## src/rtl/uart_pkg.sv

```systemverilog
// uart_pkg: shared UART constants, byte type and baud-rate helper
//   UART_DATA_W  data bits per UART character
//   uart_byte_t  one received/transmitted character
//   bit_cycles   system clocks per bit time for a given clock and baud rate
package uart_pkg;
   localparam int UART_DATA_W = 8;
   typedef logic [UART_DATA_W-1:0] uart_byte_t;
   function automatic int bit_cycles(input int clk_hz, input int baud);
      return clk_hz / baud;
   endfunction
endpackage

```

## src/rtl/uart_rx_buffer_if.sv

```systemverilog
// uart_rx_buffer_if: host-side bus of the receive buffer
//   data/valid/ready  first-word fall-through byte stream, pop on valid & ready
//   count             entries held, 0..DEPTH
//   flush             synchronous FIFO clear
//   overflow          sticky dropped-byte flag, cleared by clear_overflow
//   line_idle         one-cycle end-of-packet marker after a silent gap
//   master = host logic, slave = buffer
interface uart_rx_buffer_if
   import uart_pkg::*;
#(
   parameter int DEPTH = 16
) ();
   uart_byte_t               data;
   logic                     valid;
   logic                     ready;
   logic [$clog2(DEPTH):0]   count;
   logic                     flush;
   logic                     overflow;
   logic                     clear_overflow;
   logic                     line_idle;
   modport master (
      input  data, valid, count, overflow, line_idle,
      output ready, flush, clear_overflow
   );
   modport slave (
      output data, valid, count, overflow, line_idle,
      input  ready, flush, clear_overflow
   );
endinterface

```

## src/rtl/uart_byte_fifo.sv

```systemverilog
// uart_byte_fifo: synchronous first-word fall-through FIFO, async active-low reset
//   clk, rst_n       clock, asynchronous active-low reset
//   push, wr_data    write request; ignored when full unless a pop frees the slot
//   pop, rd_data     read request (ignored when empty); rd_data is the head
//   flush            clears pointers and count, discards same-cycle push/pop
//   count/full/empty occupancy
module uart_byte_fifo #(
   parameter int W     = 8,
   parameter int DEPTH = 16,
   localparam int AW   = $clog2(DEPTH),
   localparam int CW   = AW + 1
) (
   input  logic          clk,
   input  logic          rst_n,
   input  logic          push,
   input  logic          pop,
   input  logic          flush,
   input  logic [W-1:0]  wr_data,
   output logic [W-1:0]  rd_data,
   output logic [CW-1:0] count,
   output logic          full,
   output logic          empty
);
   logic [W-1:0]  mem_q [DEPTH];
   logic [AW-1:0] wr_ptr_q, wr_ptr_d, rd_ptr_q, rd_ptr_d;
   logic [CW-1:0] count_q, count_d;
   logic          do_push, do_pop;
   always_comb begin
      empty    = count_q == '0;
      full     = count_q == CW'(DEPTH);
      do_pop   = pop & ~empty & ~flush;
      // a full FIFO still accepts a byte when the head leaves in the same cycle
      do_push  = push & (~full | do_pop) & ~flush;
      wr_ptr_d = flush ? '0 : wr_ptr_q + AW'(do_push);
      rd_ptr_d = flush ? '0 : rd_ptr_q + AW'(do_pop);
      count_d  = flush ? '0 : count_q + CW'(do_push) - CW'(do_pop);
   end
   assign rd_data = mem_q[rd_ptr_q];
   assign count   = count_q;
   always_ff @(posedge clk or negedge rst_n) begin
      if (!rst_n) begin
         wr_ptr_q <= '0;
         rd_ptr_q <= '0;
         count_q  <= '0;
      end else begin
         wr_ptr_q <= wr_ptr_d;
         rd_ptr_q <= rd_ptr_d;
         count_q  <= count_d;
      end
   end
   always_ff @(posedge clk) begin
      if (do_push) mem_q[wr_ptr_q] <= wr_data;
   end
endmodule

```

## src/rtl/uart_rx_buffer.sv

```systemverilog
// uart_rx_buffer: byte FIFO behind uart_rx with overflow flag and line-idle marker
//   i_SysClock, i_ResetN  clock, asynchronous active-low reset
//   i_RxByte, i_RxDone    byte and done level from uart_rx; a 0->1 of done is a byte
//   host                  host bus (data/valid/ready, count, flush, overflow, line_idle)
module uart_rx_buffer
   import uart_pkg::*;
#(
   parameter int SYS_CLOCK     = 50000000,
   parameter int UART_BAUDRATE = 115200,
   parameter int DEPTH         = 16,
   parameter int IDLE_BITS     = 20
) (
   input  logic              i_SysClock,
   input  logic              i_ResetN,
   input  uart_byte_t        i_RxByte,
   input  logic              i_RxDone,
   uart_rx_buffer_if.slave   host
);
   localparam int BIT_CYCLES = bit_cycles(SYS_CLOCK, UART_BAUDRATE);
   localparam int IDLE_TICKS = IDLE_BITS * BIT_CYCLES;
   localparam int TW         = IDLE_TICKS > 1 ? $clog2(IDLE_TICKS) : 1;
   localparam logic [TW-1:0] TERM = TW'(IDLE_TICKS - 1);
   logic          done_q, done_d, ovf_q, ovf_d, armed_q, armed_d;
   logic [TW-1:0] tmr_q, tmr_d;
   logic          rx_evt, pop, full, empty, idle_hit;
   uart_byte_fifo #(.W(UART_DATA_W), .DEPTH(DEPTH)) u_fifo (
      .clk     (i_SysClock),
      .rst_n   (i_ResetN),
      .push    (rx_evt),
      .pop     (pop),
      .flush   (host.flush),
      .wr_data (i_RxByte),
      .rd_data (host.data),
      .count   (host.count),
      .full    (full),
      .empty   (empty)
   );
   always_comb begin
      rx_evt   = i_RxDone & ~done_q;
      pop      = ~empty & host.ready;
      idle_hit = armed_q && tmr_q == TERM;
      done_d   = i_RxDone;
      // a new drop outranks a same-cycle clear; a flushed byte is not a drop
      ovf_d    = (rx_evt & full & ~pop & ~host.flush) | (ovf_q & ~host.clear_overflow);
      armed_d  = rx_evt | (armed_q & ~idle_hit);
      tmr_d    = rx_evt ? '0 : armed_q ? tmr_q + TW'(1) : tmr_q;
   end
   assign host.valid     = ~empty;
   assign host.overflow  = ovf_q;
   assign host.line_idle = idle_hit & ~rx_evt;
   always_ff @(posedge i_SysClock or negedge i_ResetN) begin
      if (!i_ResetN) begin
         // starts high so a done level already present at reset release is not a byte
         done_q  <= 1'b1;
         ovf_q   <= 1'b0;
         armed_q <= 1'b0;
         tmr_q   <= '0;
      end else begin
         done_q  <= done_d;
         ovf_q   <= ovf_d;
         armed_q <= armed_d;
         tmr_q   <= tmr_d;
      end
   end
endmodule
```

## src/flat_wrapper.sv

```systemverilog
// flat-port wrapper written by rule: the top's interface ports become plain ports
module uart_rx_buffer_flat import uart_pkg::*;
#(
   parameter int SYS_CLOCK     = 50000000,
   parameter int UART_BAUDRATE = 115200,
   parameter int DEPTH         = 16,
   parameter int IDLE_BITS     = 20
)
  (i_SysClock, i_ResetN, i_RxByte, i_RxDone, host_data, host_valid, host_count, host_overflow, host_line_idle, host_ready, host_flush, host_clear_overflow);
  uart_rx_buffer_if #(.DEPTH(DEPTH)) host_i ();
  input  logic i_SysClock;
  input  logic i_ResetN;
  input  uart_byte_t i_RxByte;
  input  logic i_RxDone;
  output wire logic [$bits(host_i.data)-1:0] host_data;
  output wire logic [$bits(host_i.valid)-1:0] host_valid;
  output wire logic [$bits(host_i.count)-1:0] host_count;
  output wire logic [$bits(host_i.overflow)-1:0] host_overflow;
  output wire logic [$bits(host_i.line_idle)-1:0] host_line_idle;
  input wire logic [$bits(host_i.ready)-1:0] host_ready;
  input wire logic [$bits(host_i.flush)-1:0] host_flush;
  input wire logic [$bits(host_i.clear_overflow)-1:0] host_clear_overflow;
  assign host_data = host_i.data;
  assign host_valid = host_i.valid;
  assign host_count = host_i.count;
  assign host_overflow = host_i.overflow;
  assign host_line_idle = host_i.line_idle;
  assign host_i.ready = host_ready;
  assign host_i.flush = host_flush;
  assign host_i.clear_overflow = host_clear_overflow;
  uart_rx_buffer #(.SYS_CLOCK(SYS_CLOCK), .UART_BAUDRATE(UART_BAUDRATE), .DEPTH(DEPTH), .IDLE_BITS(IDLE_BITS)) u_core (.i_SysClock(i_SysClock), .i_ResetN(i_ResetN), .i_RxByte(i_RxByte), .i_RxDone(i_RxDone), .host(host_i));
endmodule
```

## config.mk

```make
export PLATFORM = sky130hd
export DESIGN_NAME = uart_rx_buffer_flat
export DESIGN_NICKNAME = d
export VERILOG_FILES = /design/src/rtl/uart_pkg.sv /design/src/rtl/uart_rx_buffer_if.sv /design/src/rtl/uart_byte_fifo.sv /design/src/rtl/uart_rx_buffer.sv /design/src/flat_wrapper.sv
export SDC_FILE = /design/constraint.sdc
export NUM_CORES = 1
export LEC_CHECK = 0
export BUFFER_PORTS_ARGS = -buffer_cell sky130_fd_sc_hd__buf_2
export CAP_MARGIN = 10
export CORE_MARGIN = 4
export CORE_UTILIZATION = 45
export CTS_CLUSTER_DIAMETER = 30
export DETAILED_ROUTE_END_ITERATION = 8
export SYNTH_ARGS = -nofsm -noshare
export SYNTH_HDL_FRONTEND = slang
export SYNTH_SLANG_ARGS = --single-unit
```

## constraint.sdc

```tcl
create_clock -name i_SysClock -period 3 [get_ports i_SysClock]
set_input_delay 0.15 -clock i_SysClock [delete_from_list [all_inputs] [get_ports i_SysClock]]
set_output_delay 0.15 -clock i_SysClock [all_outputs]
set_load 0.005 [all_outputs]
```

# Yosys cells after proc, flatten, opt, wreduce, memory -nomap -nowiden
# Memories as Yosys holds them, arrays and structs flattened.
# Cells that the tools add are included.
# op_classes
addsub,5
multipliers,0
div_mod_pow,0
magnitude_cmp,0
eq_ne,2
shift,0
muxes,7
n_bitwise,23
reduce_logical,3
# op_table
cell,count
14-bit two-way mux,2
"14-bit by 1-bit adder with 14-bit output, second input constant",1
"14-bit == test, second input constant",1
1-bit bitwise AND,12
4-bit by 1-bit adder with 4-bit output,2
4-bit two-way mux,2
1-bit NOT,8
5-bit by 1-bit adder with 5-bit output,1
"5-bit == test, second input constant",1
5-bit logical NOT,1
5-bit two-way mux,1
5-bit by 1-bit subtractor with 5-bit output,1
1-bit OR,3
1-bit two-way mux,2
2-bit nonzero test,1
1-bit logical AND,1
# totals
regBits,30
latchBits,0
mem_bits_rw,128
romBits,0
inputBits,14
output_inout_bits,16
word_cells,48
n_memories,1
# memory_table
name,depth,word_bits,rd,rd_clocked_by_memory_dff,write_ports,line,rtl
u_core.u_fifo.mem_q,16,8,1,0,1,uart_byte_fifo.sv:24,logic [W-1:0] mem_q [DEPTH];

# Longest topological paths before layout
# Gate-level depths: netlist of the first run.
# depth
ltp_word,11
ltp_mapped,15
depth_no_buf,13

# By module
# Synthesis of the first run repeated with hierarchy kept, for this count alone.
# unflattened
hier_cells,381
hier_area_um2,6635.1
# by_module_without_submodules
module,instances,cells_per_inst,area_per_inst_um2
uart_byte_fifo,1,293,5753.0
uart_rx_buffer,1,88,882.1

# Least setup slack after synthesis of the first run
# Ideal clock, no wire load.
# synth_path
path_kind,flip-flop to flip-flop
startpoint,"register u_core.u_fifo.count_q[2], in the netlist u_core.u_fifo.count[2]"
endpoint,"register u_core.u_fifo.count_q[4], in the netlist u_core.u_fifo.count[4]"
arrival_time_ns,2.540
required_time_ns,2.865
slack_ns,0.324
path_stages_with_launch,16
n_path_buf,2
cell_sequence,dfrtp_1 inv_1 ha_1 and4b_1 nand2b_1 buf_2 buf_2 ha_1 inv_1 ha_1 inv_1 fa_1 nor2b_1 o21bai_1 a21oi_1 nor3b_1
# synth_between
elab_chain_cells,11
# synth_lines
item,line,rtl
"start, declared",uart_byte_fifo.sv:26,"logic [CW-1:0] count_q, count_d;"
"start signal, assigned",uart_byte_fifo.sv:48,count_q <= count_d;
5-bit logical NOT,uart_byte_fifo.sv:29,empty = count_q == '0;
1-bit NOT,"uart_byte_fifo.sv:31, uart_rx_buffer.sv:40",
1-bit bitwise AND,uart_rx_buffer.sv:40,pop = ~empty & host.ready;
1-bit bitwise AND (2 in a row),uart_byte_fifo.sv:31,do_pop = pop & ~empty & ~flush;
1-bit OR,uart_byte_fifo.sv:33,do_push = push & (~full | do_pop) & ~flush;
1-bit bitwise AND (2 in a row),uart_byte_fifo.sv:33,
5-bit by 1-bit adder with 5-bit output,uart_byte_fifo.sv:36,count_d = flush ? '0 : count_q + CW'(do_push) - CW'(do_pop);
5-bit by 1-bit subtractor with 5-bit output *,uart_byte_fifo.sv:36,
5-bit two-way mux *,uart_byte_fifo.sv:36,
via u_core.u_fifo.count_d[4],uart_byte_fifo.sv:26,
# Mark *: on every way through the listed nets, which the timed path passes. The rest lies on a longest branch.
# A chain may end at the register's enable or synchronous reset.

# Final worst setup path of the first run
# layout_path
startpoint,register u_core.u_fifo.rd_ptr_q[0]
endpoint,output host_data[3]
# layout_between
elab_chain_cells,1
# layout_lines
item,line,rtl
"start, declared",uart_byte_fifo.sv:25,"logic [AW-1:0] wr_ptr_q, wr_ptr_d, rd_ptr_q, rd_ptr_d;"
"start signal, assigned",uart_byte_fifo.sv:47,rd_ptr_q <= rd_ptr_d;
memory read 16 x 8 bit,-,
"end, declared",flat_wrapper.sv:15,output wire logic [$bits(host_i.data)-1:0] host_data;
# No other way between the ends.

==> flow_summary.yaml, run 1 <==
cells_and_area:
  layout-drive-gt1-share: 0.2461
  synthToLayoutAreaGrowth_pct: 17.33
  nets: 460
  layout_commonest_cell: "edfxtp_1"
  layout_common_cells: "edfxtp_1 (128), buf_2 (29), dfrtp_1 (28), buf_4 (25), nor2_1 (22)"
  antenna_cells: 0
  nFillCells: 1173
critical_path:
  reg2reg_from: "u_core.u_fifo.count[2]"
  ff2ff_setup_slack_ns: 0.41
  path_cells: "buf_12 -> mux4_1 -> a22oi_1 -> nand2_1 -> buf_2"
  reg2reg_to: "u_core.u_fifo.count[4]"
  path_class: "reg2out"
  worstRegToRegCells: 13
  slowest_stage: "dfrtp_2"
  endpoint_kind: "output port"
  cp.arrival_ns: 2.49
  startpoint_type: "flop"
  cp_data_required_time_ns: 2.85
  cp_slowest_stage_delay_ns: 0.72
  path_max_fanout: 18
route:
  drtPass1Iterations: 5
  drt_iter0_markers: 297
  detail_route.vias_per_cell: 5.507
  num_vias: 3475
  routed_wl_um: 12490
  wl_per_cell_um: 19.79
  drcViolationCount: 0
  ant_nets: 0
timing:
  rsz0062_at_grt: "no"
  finalSetupTns_ns: 0
  fmax_ghz: 0.3782
  post-route-min-period_ns: 2.644
  finalCritPeriodShare: 0.8813
  slew-limit-headroom: 0.4789
  drv_slew: 0
  finalHoldViolations: 0
  setup_viol: 0
  worst_slew_pin_slew_ns: 0.7801
  final.setup_skew_ns: 0.008048
global_route:
  grt_antenna_before_repair: 0
  first_global_vias: 3575
  overflow: 0
  grt_max_degree: 35
  grt_usage: 0.1652
  grt_pass1_wl_um: 20060
flow_run:
  cap_violations: 0
synthesis:
  synth-seq-cells: 158
  synth_enable_flop_cells: 128
  synthAdderAreaFrac: 0.02386
  syn_avg_cell_area_um2: 17.53
  synthCells: 377
  synth_top_family_by_area: "multiplexers"
  yosysUniqueCellTypes: 45
  synth-main-ff-cell: "edfxtp_1"
  synth-xor-area-share: 0.02121
  yosys.area_share.simple: 0.07612
  seq_area_frac_synth: 0.6955
  synth_nets: 403
  muxShareOfSynthArea: 0.1197
  synth-compound-area-share: 0.03465
  ys_warn_count: 0
  async_reset_ff_frac: 0.1899
  syn-cell-area_um2: 6608
power_and_ir_drop:
  power_leakage_nw: 2.772
  fin_total_pwr_w: 0.005539
  power_density_nw_per_um2: 714.5
  ir_worst_vdd_v: 0.0003641
clock_network:
  tritoncts: "yes"
  clockBufferDepth: 2
  path_clk_slew_ns: 0.06
  htreeDepth: 4
  cts_resized: 0
  clock_sinks: 158
  cts_root_buf: "clkbuf_16"
  postCtsSetupRepairBufs: 0
  cts_inserted_buffers: 17
  clkLatencyLatePin_ns: 0.42
  cts_hold_buffers: 2
hold_path:
  hold_path_end: "u_core.host.overflow"
  hold_path_depth: 3
  min-delay-start: "host_clear_overflow"
  hp-class: "in2reg"
floorplan:
  die_area_um2: 16690
  start_util: 0.4564
  chipHeight_um: 129.2
  io-pin-count: 30
  coreArea_um2: 14480
  rows: 44
  die_w_um: 129.2
placed_design:
  portBuffers: 29
  dp_hpwl_um: 8150
  gp_congestion: 0.7963
outcome:
  status: "completed"
==> worst max-delay path, delay by kind of cell (launching register included) <==
family	cells	cell delay (ns)
compound gates	1	0.28
buf+inv	2	0.39
flops	1	0.72
mux	1	0.57
simple gates	1	0.09
==> where the power goes <==
| group | switching (W) | total (W) | internal, W |
|---|---|---|---|
| combinational | 0.000334 | 0.000690 | 0.000356 |
| sequential | 0.0000899 | 0.00253 | 0.00244 |
| clock | 0.000842 | 0.00232 | 0.00148 |
| total | 0.00127 | 0.00554 | 0.00427 |
==> flip-flops by register name, summed over array words and instances (netlist names) <==
register,flops
u_core.armed_q,1
u_core.done_q,1
u_core.host.overflow,1
u_core.tmr_q,14
u_core.u_fifo.count,5
u_core.u_fifo.mem_q,128
u_core.u_fifo.rd_ptr_q,4
u_core.u_fifo.wr_ptr_q,4
==> area by class of cell <==
type,instances,area [µm²],share of cell area
Clock inverter,13,214.0,0.02760
Inverter,11,41.29,0.005326
Timing Repair Buffer,57,372.9,0.04810
Sequential cell,158,4597,0.5930
Clock buffer,19,432.9,0.05584
Tap cell,184,230.2,0.02970
Multi-Input combinational cell,189,1864,0.2405
==> worst max-delay path by stage <==
stage | to | start | cells past startpoint | slack [ns]
2_1_floorplan | u_core.u_fifo.count[4] | u_core.u_fifo.count[2] | 15 | 0.32
3_3_place_gp | u_core.u_fifo.count[4] | u_core.u_fifo.count[2] | 13 | 0.54
3_5_place_dp | u_core.u_fifo.count[4] | u_core.u_fifo.count[2] | 13 | 0.41
4_1_cts | host_data[2] | u_core.u_fifo.rd_ptr_q[0] | 5 | 0.29
5_1_grt | u_core.u_fifo.count[4] | u_core.u_fifo.count[2] | 13 | 0.18
6_report | host_data[3] | u_core.u_fifo.rd_ptr_q[0] | 5 | 0.36
==> logic make-up (layout without fill, tap and decap cells) <==
logic type               count (synthesis)  after routing
adder cells (fa/ha/maj)                 12             12
flip-flops                             158            158
XOR/XNOR                                16             16
buffers and inverters                   30            100
AND/OR/NAND/NOR                         96             96
multiplexers                            33             33
AO/OA/AOI/OAI                           32             32
==> metal layers <==
metal / vias up / wire length (µm) / track usage
met5: - / 0 / 0
met4: 0 / 225 / 0.06856
met3: 12 / 509 / 0.04369
met2: 79 / 6216 / 0.2598
met1: 1779 / 5539 / 0.2203
li1: 1605 / - / -
==> synth_stat cells, types with 2 or more instances <==
library cell	number	share of area
a21o_1	2	0.0023
a21oi_1	4	0.0030
a22oi_1	16	0.018
and3_1	3	0.0028
buf_2	5	0.0038
buf_4	4	0.0045
buf_6	3	0.0051
clkbuf_1	2	0.0011
clkdlybuf4s25_2	3	0.0045
dfrtp_1	29	0.11
edfxtp_1	128	0.58
ha_1	11	0.021
inv_1	11	0.0062
mux4_1	16	0.064
mux4_2	16	0.055
nand2_1	14	0.0080
nand2b_1	6	0.0057
nand3_1	8	0.0061
nor2_1	22	0.012
nor2b_1	9	0.0085
nor3_1	12	0.0091
nor4_1	9	0.0085
nor4b_1	2	0.0027
o2111ai_1	3	0.0040
o21ai_0	3	0.0023
or3_1	3	0.0028
xnor2_1	8	0.011
xor2_1	8	0.011
==> metrics by stage <==
step	setup slack, ns	hold WS (ns)	util	std cells	area, µm²
finish	0.3561	0.02712	0.5354	631	7752
global route	0.1837	0.02468	0.5354	631	7752
CTS	0.2936	0.009272	0.5354	631	7752
detailed placement	0.4068	0.2233	0.4894	597	7086
global placement	0.5381	0.2210	0.4894	597	7086
floorplan	0.3244	-0.1456	-	377	6608
Power figures use the tool's default switching activity.
==> run 2, diff against run 1 <==
Settings changed: MAX_ROUTING_LAYER from default to met4.
==> flow_summary.yaml, run 2 (same netlist as run 1, synthesis figures left out) <==
clock_network:
  cts_resized: 0
  postCtsSetupRepairBufs: 0
  clkLatencyLatePin_ns: 0.42
  path_clk_slew_ns: 0.06
  cts_hold_buffers: 2
  cts_root_buf: "clkbuf_16"
  tritoncts: "yes"
  cts_inserted_buffers: 17
  clockBufferDepth: 2
  htreeDepth: 4
  clock_sinks: 158
floorplan:
  start_util: 0.4564
  io-pin-count: 30
  coreArea_um2: 14480
  rows: 44
  chipHeight_um: 129.2
  die_area_um2: 16690
  die_w_um: 129.2
cells_and_area:
  nFillCells: 1173
  fin_area_um2: 7752
  post-route-util: 0.5354
  largest_reg_flops: 128
  synthToLayoutAreaGrowth_pct: 17.33
  largest-register: "u_core.u_fifo.mem_q"
  final_cells: 631
  nets: 460
  antenna_cells: 0
  layout_common_cells: "edfxtp_1 (128), buf_2 (29), dfrtp_1 (28), buf_4 (25), nor2_1 (22)"
  layout_commonest_cell: "edfxtp_1"
  layout-drive-gt1-share: 0.2461
route:
  drt_iter0_markers: 240
  drtPass1Iterations: 5
  num_vias: 3494
  detail_route.vias_per_cell: 5.537
  wl_per_cell_um: 19.77
  routed_wl_um: 12470
  drcViolationCount: 0
  ant_nets: 0
power_and_ir_drop:
  ir_worst_vdd_v: 0.0003633
  power_density_nw_per_um2: 714.4
  power_leakage_nw: 2.772
placed_design:
  pre_cts_slack_ns: 0.4068
  place_area_um2: 7086
  dp_hpwl_um: 8150
  gp_congestion: 0.8077
  dp.cells: 597
  portBuffers: 29
global_route:
  first_global_vias: 3583
  grt_pass1_wl_um: 20080
  grt_max_degree: 35
  grt_usage: 0.1702
  grt_antenna_before_repair: 0
  overflow: 0
timing:
  slew-limit-headroom: 0.4802
  fmax_ghz: 0.3788
  finalHoldViolations: 0
  setup_viol: 0
  finalCritPeriodShare: 0.8799
  finalSetupTns_ns: 0
  final.setup_skew_ns: 0.01057
  setup_slack_ns: 0.3604
  rsz0062_at_grt: "no"
  post-route-min-period_ns: 2.640
  drv_slew: 0
  worst_slew_pin_slew_ns: 0.7782
critical_path:
  cp_data_required_time_ns: 2.85
  reg2reg_to: "u_core.u_fifo.count[4]"
  endpoint_kind: "output port"
  worstRegToRegCells: 13
  path_max_fanout: 18
  path_class: "reg2out"
  path_buf_inv: 2
  critical_path.top_delay_family: "flip-flops"
  path_cells: "buf_12 -> mux4_1 -> a22oi_1 -> nand2_1 -> buf_2"
  cp_slowest_stage_delay_ns: 0.71
  slowest_stage: "dfrtp_2"
  ff2ff_setup_slack_ns: 0.41
  reg2reg_from: "u_core.u_fifo.count[2]"
  cp.arrival_ns: 2.49
  startpoint_type: "flop"
hold_path:
  hold_path_end: "u_core.host.overflow"
  min-delay-start: "host_clear_overflow"
  hp-class: "in2reg"
  hold_path_depth: 3
flow_run:
  cap_violations: 0
outcome:
  status: "completed"
[run 2: cell type report]
type                    instances  area (µm²)  share of cell area
clock buffers                  19       432.9             0.05584
clock inverters                13       214.0             0.02760
inverters                      11       41.29            0.005326
multi-input cells             189        1864              0.2405
flip-flops and latches        158        4597              0.5930
well taps                     184       230.2             0.02970
repair buffers                 57       372.9             0.04810
[run 2: per-layer routing]
layer  track usage  routed length (µm)  part of all wire
met1        0.2222                5462              0.44
met4       0.06115                 186             0.015
met5             -                   0                 0
met3       0.04452                 578             0.046
met2        0.2601                6246              0.50
[run 2: worst reg2reg max path, stage by stage, from the launching register on]
cell and delay (ns):
dfrtp_1 0.37, inv_1 0.08, ha_1 0.20, and4b_1 0.21, nand2b_1 0.16, ha_1 0.27
inv_1 0.06, ha_1 0.16, inv_1 0.06, fa_1 0.38, nor2b_1 0.18, o21bai_1 0.11
nand3_1 0.09, nor3b_1 0.18
[run 2: report_power, final]
part           switching (W)  internal (W)  leakage, nW
Combinational       0.000333      0.000356        0.914
Clock               0.000843       0.00148        0.308
Sequential         0.0000896       0.00244         1.55
[run 2: how the worst max path moves through the flow]
| stage | startpoint | to | cells after the start |
|---|---|---|---|
| detailed placement | u_core.u_fifo.count[2] | u_core.u_fifo.count[4] | 13 |
| global route | u_core.u_fifo.count[2] | u_core.u_fifo.count[4] | 13 |
| global placement | u_core.u_fifo.count[2] | u_core.u_fifo.count[4] | 13 |
| CTS | u_core.u_fifo.rd_ptr_q[0] | host_data[2] | 5 |
| floorplan | u_core.u_fifo.count[2] | u_core.u_fifo.count[4] | 15 |
| finish | u_core.u_fifo.rd_ptr_q[0] | host_data[3] | 5 |
[run 2: metrics by stage]
step                hold slack (ns)  total power, W
floorplan                   -0.1456        0.003054
global placement             0.2210        0.003245
detailed placement           0.2233        0.003272
CTS                        0.009272        0.005599
global route                0.02449        0.005789
finish                      0.02928        0.005538
==> run 3, diff against run 2 <==
Settings changed: REMOVE_ABC_BUFFERS from default to 1.
==> flow_summary.yaml, run 3 (same netlist as run 1, synthesis figures left out) <==
power_and_ir_drop:
  swShare: 0.2194
  p_int_w: 0.004202
  seqPwrFrac: 0.470
  power.switching_w: 0.001181
  ir_worst_vdd_v: 0.0004606
  power_leakage_nw: 2.730
  pwr-share-comb: 0.123
  clockPowerShare: 0.406
  fin_total_pwr_w: 0.005383
  power_density_nw_per_um2: 701.2
clock_network:
  postCtsSetupRepairBufs: 0
  tritoncts: "yes"
  cts_inserted_buffers: 17
  cts_root_buf: "clkbuf_16"
  clkLatencyLatePin_ns: 0.43
  path_clk_slew_ns: 0.05
  clockBufferDepth: 2
  clock_sinks: 158
  cts_resized: 0
  htreeDepth: 4
placed_design:
  portBuffers: 29
  dp_hpwl_um: 7767
  gp_congestion: 0.7439
  pre_cts_slack_ns: 0.4112
flow_run:
  cap_violations: 0
critical_path:
  endpoint_kind: "output port"
  slowest_stage: "dfrtp_2"
  worstRegToRegCells: 13
  path_max_fanout: 19
  reg2reg_to: "u_core.u_fifo.count[4]"
  ff2ff_setup_slack_ns: 0.43
  startpoint_type: "flop"
  reg2reg_from: "u_core.u_fifo.count[2]"
  cp_slowest_stage_delay_ns: 0.77
  cp_data_required_time_ns: 2.85
  cp.arrival_ns: 2.51
  path_class: "reg2out"
  path_cells: "buf_12 -> mux4_1 -> a22oi_1 -> nand2_1 -> buf_2"
timing:
  slew-limit-headroom: 0.4394
  drv_slew: 0
  final.setup_skew_ns: 0.01142
  finalSetupTns_ns: 0
  fmax_ghz: 0.3757
  setup_viol: 0
  worst_slew_pin_slew_ns: 0.8392
  post-route-min-period_ns: 2.661
  finalHoldViolations: 0
  finalCritPeriodShare: 0.8871
  setup_slack_ns: 0.3386
  rsz0062_at_grt: "no"
cells_and_area:
  layout-drive-gt1-share: 0.2290
  synthToLayoutAreaGrowth_pct: 16.17
  layout_common_cells: "edfxtp_1 (128), buf_2 (29), dfrtp_1 (28), nor2_1 (22), buf_4 (19)"
  nets: 454
  antenna_cells: 0
  largest_reg_flops: 128
  largest-register: "u_core.u_fifo.mem_q"
  layout_commonest_cell: "edfxtp_1"
hold_path:
  min-delay-start: "host_clear_overflow"
  hp-class: "in2reg"
  hold_path_depth: 3
  hold_path_end: "u_core.host.overflow"
route:
  routed_wl_um: 12210
  detail_route.vias_per_cell: 5.509
  wl_per_cell_um: 19.54
  drtPass1Iterations: 4
  drt_iter0_markers: 233
  drcViolationCount: 0
  ant_nets: 0
  num_vias: 3443
floorplan:
  rows: 44
  coreArea_um2: 14480
  die_w_um: 129.2
  die_area_um2: 16690
  io-pin-count: 30
  start_util: 0.4564
  chipHeight_um: 129.2
global_route:
  grt_pass1_wl_um: 19870
  overflow: 0
  grt_antenna_before_repair: 0
  grt_max_degree: 33
  grt_usage: 0.1687
  first_global_vias: 3539
outcome:
  status: "completed"
==> run 3: cell type report <==
class                           count  area, µm²
Inverter                           11      41.29
Timing Repair Buffer               51      327.8
Fill cell                        1163       6803
Multi-Input combinational cell    189       1864
Tap cell                          184      230.2
Clock inverter                      7      110.1
Sequential cell                   158       4597
Clock buffer                       25      505.5
==> run 3: worst max path at each step <==
| stage | start | to | slack, ns |
|---|---|---|---|
| CTS | u_core.u_fifo.rd_ptr_q[0] | host_data[7] | 0.26 |
| global route | u_core.u_fifo.rd_ptr_q[0] | host_data[7] | 0.14 |
| floorplan | u_core.u_fifo.count[3] | u_core.u_fifo.count[4] | 0.33 |
| finish | u_core.u_fifo.rd_ptr_q[0] | host_data[7] | 0.34 |
| global placement | u_core.u_fifo.count[2] | u_core.u_fifo.count[4] | 0.54 |
| detailed placement | u_core.u_fifo.count[2] | u_core.u_fifo.count[4] | 0.41 |
==> run 3: power by group through the flow <==
stage	Clock, W	Sequential, W	Combinational (W)
floorplan	0	0.00258	0.000431
detailed placement	0	0.00258	0.000673
global placement	0	0.00257	0.000664
CTS	0.00225	0.00253	0.000678
finish	0.00219	0.00253	0.000664
global route	0.00234	0.00255	0.000759
==> run 3: worst max-delay path: cells and delay by family, from the launching register on <==
| kind | cells | cell delay, ns |
|---|---|---|
| AOI/OAI and AO/OA | 1 | 0.27 |
| buffers and inverters | 2 | 0.39 |
| DFF | 1 | 0.77 |
| muxes | 1 | 0.58 |
| and+or+nand+nor | 1 | 0.08 |
==> run 3: metrics by stage <==
step | cells | hold WS (ns) | instance area, µm² | utilization
floorplan | 358 | -0.1456 | 6457 | -
global placement | 591 | 0.2192 | 7041 | 0.4863
detailed placement | 591 | 0.2208 | 7041 | 0.4863
CTS | 625 | 0.002560 | 7676 | 0.5302
global route | 625 | 0.02932 | 7676 | 0.5302
finish | 625 | 0.03448 | 7676 | 0.5302
==> run 3: layer usage <==
layer | share of wire | vias to the layer above | track usage
met2 | 0.52 | 69 | 0.2646
li1 | - | 1593 | -
met5 | 0 | - | -
met3 | 0.047 | 16 | 0.04287
met1 | 0.42 | 1765 | 0.2130
met4 | 0.015 | 0 | 0.06485
==> run 3: timing repair <==
item | in CTS | in global routing
endpoints found under the hold margin | 30 | 0
hold buffers | 2 | 0
endpoints found under the setup margin | 0 | 0
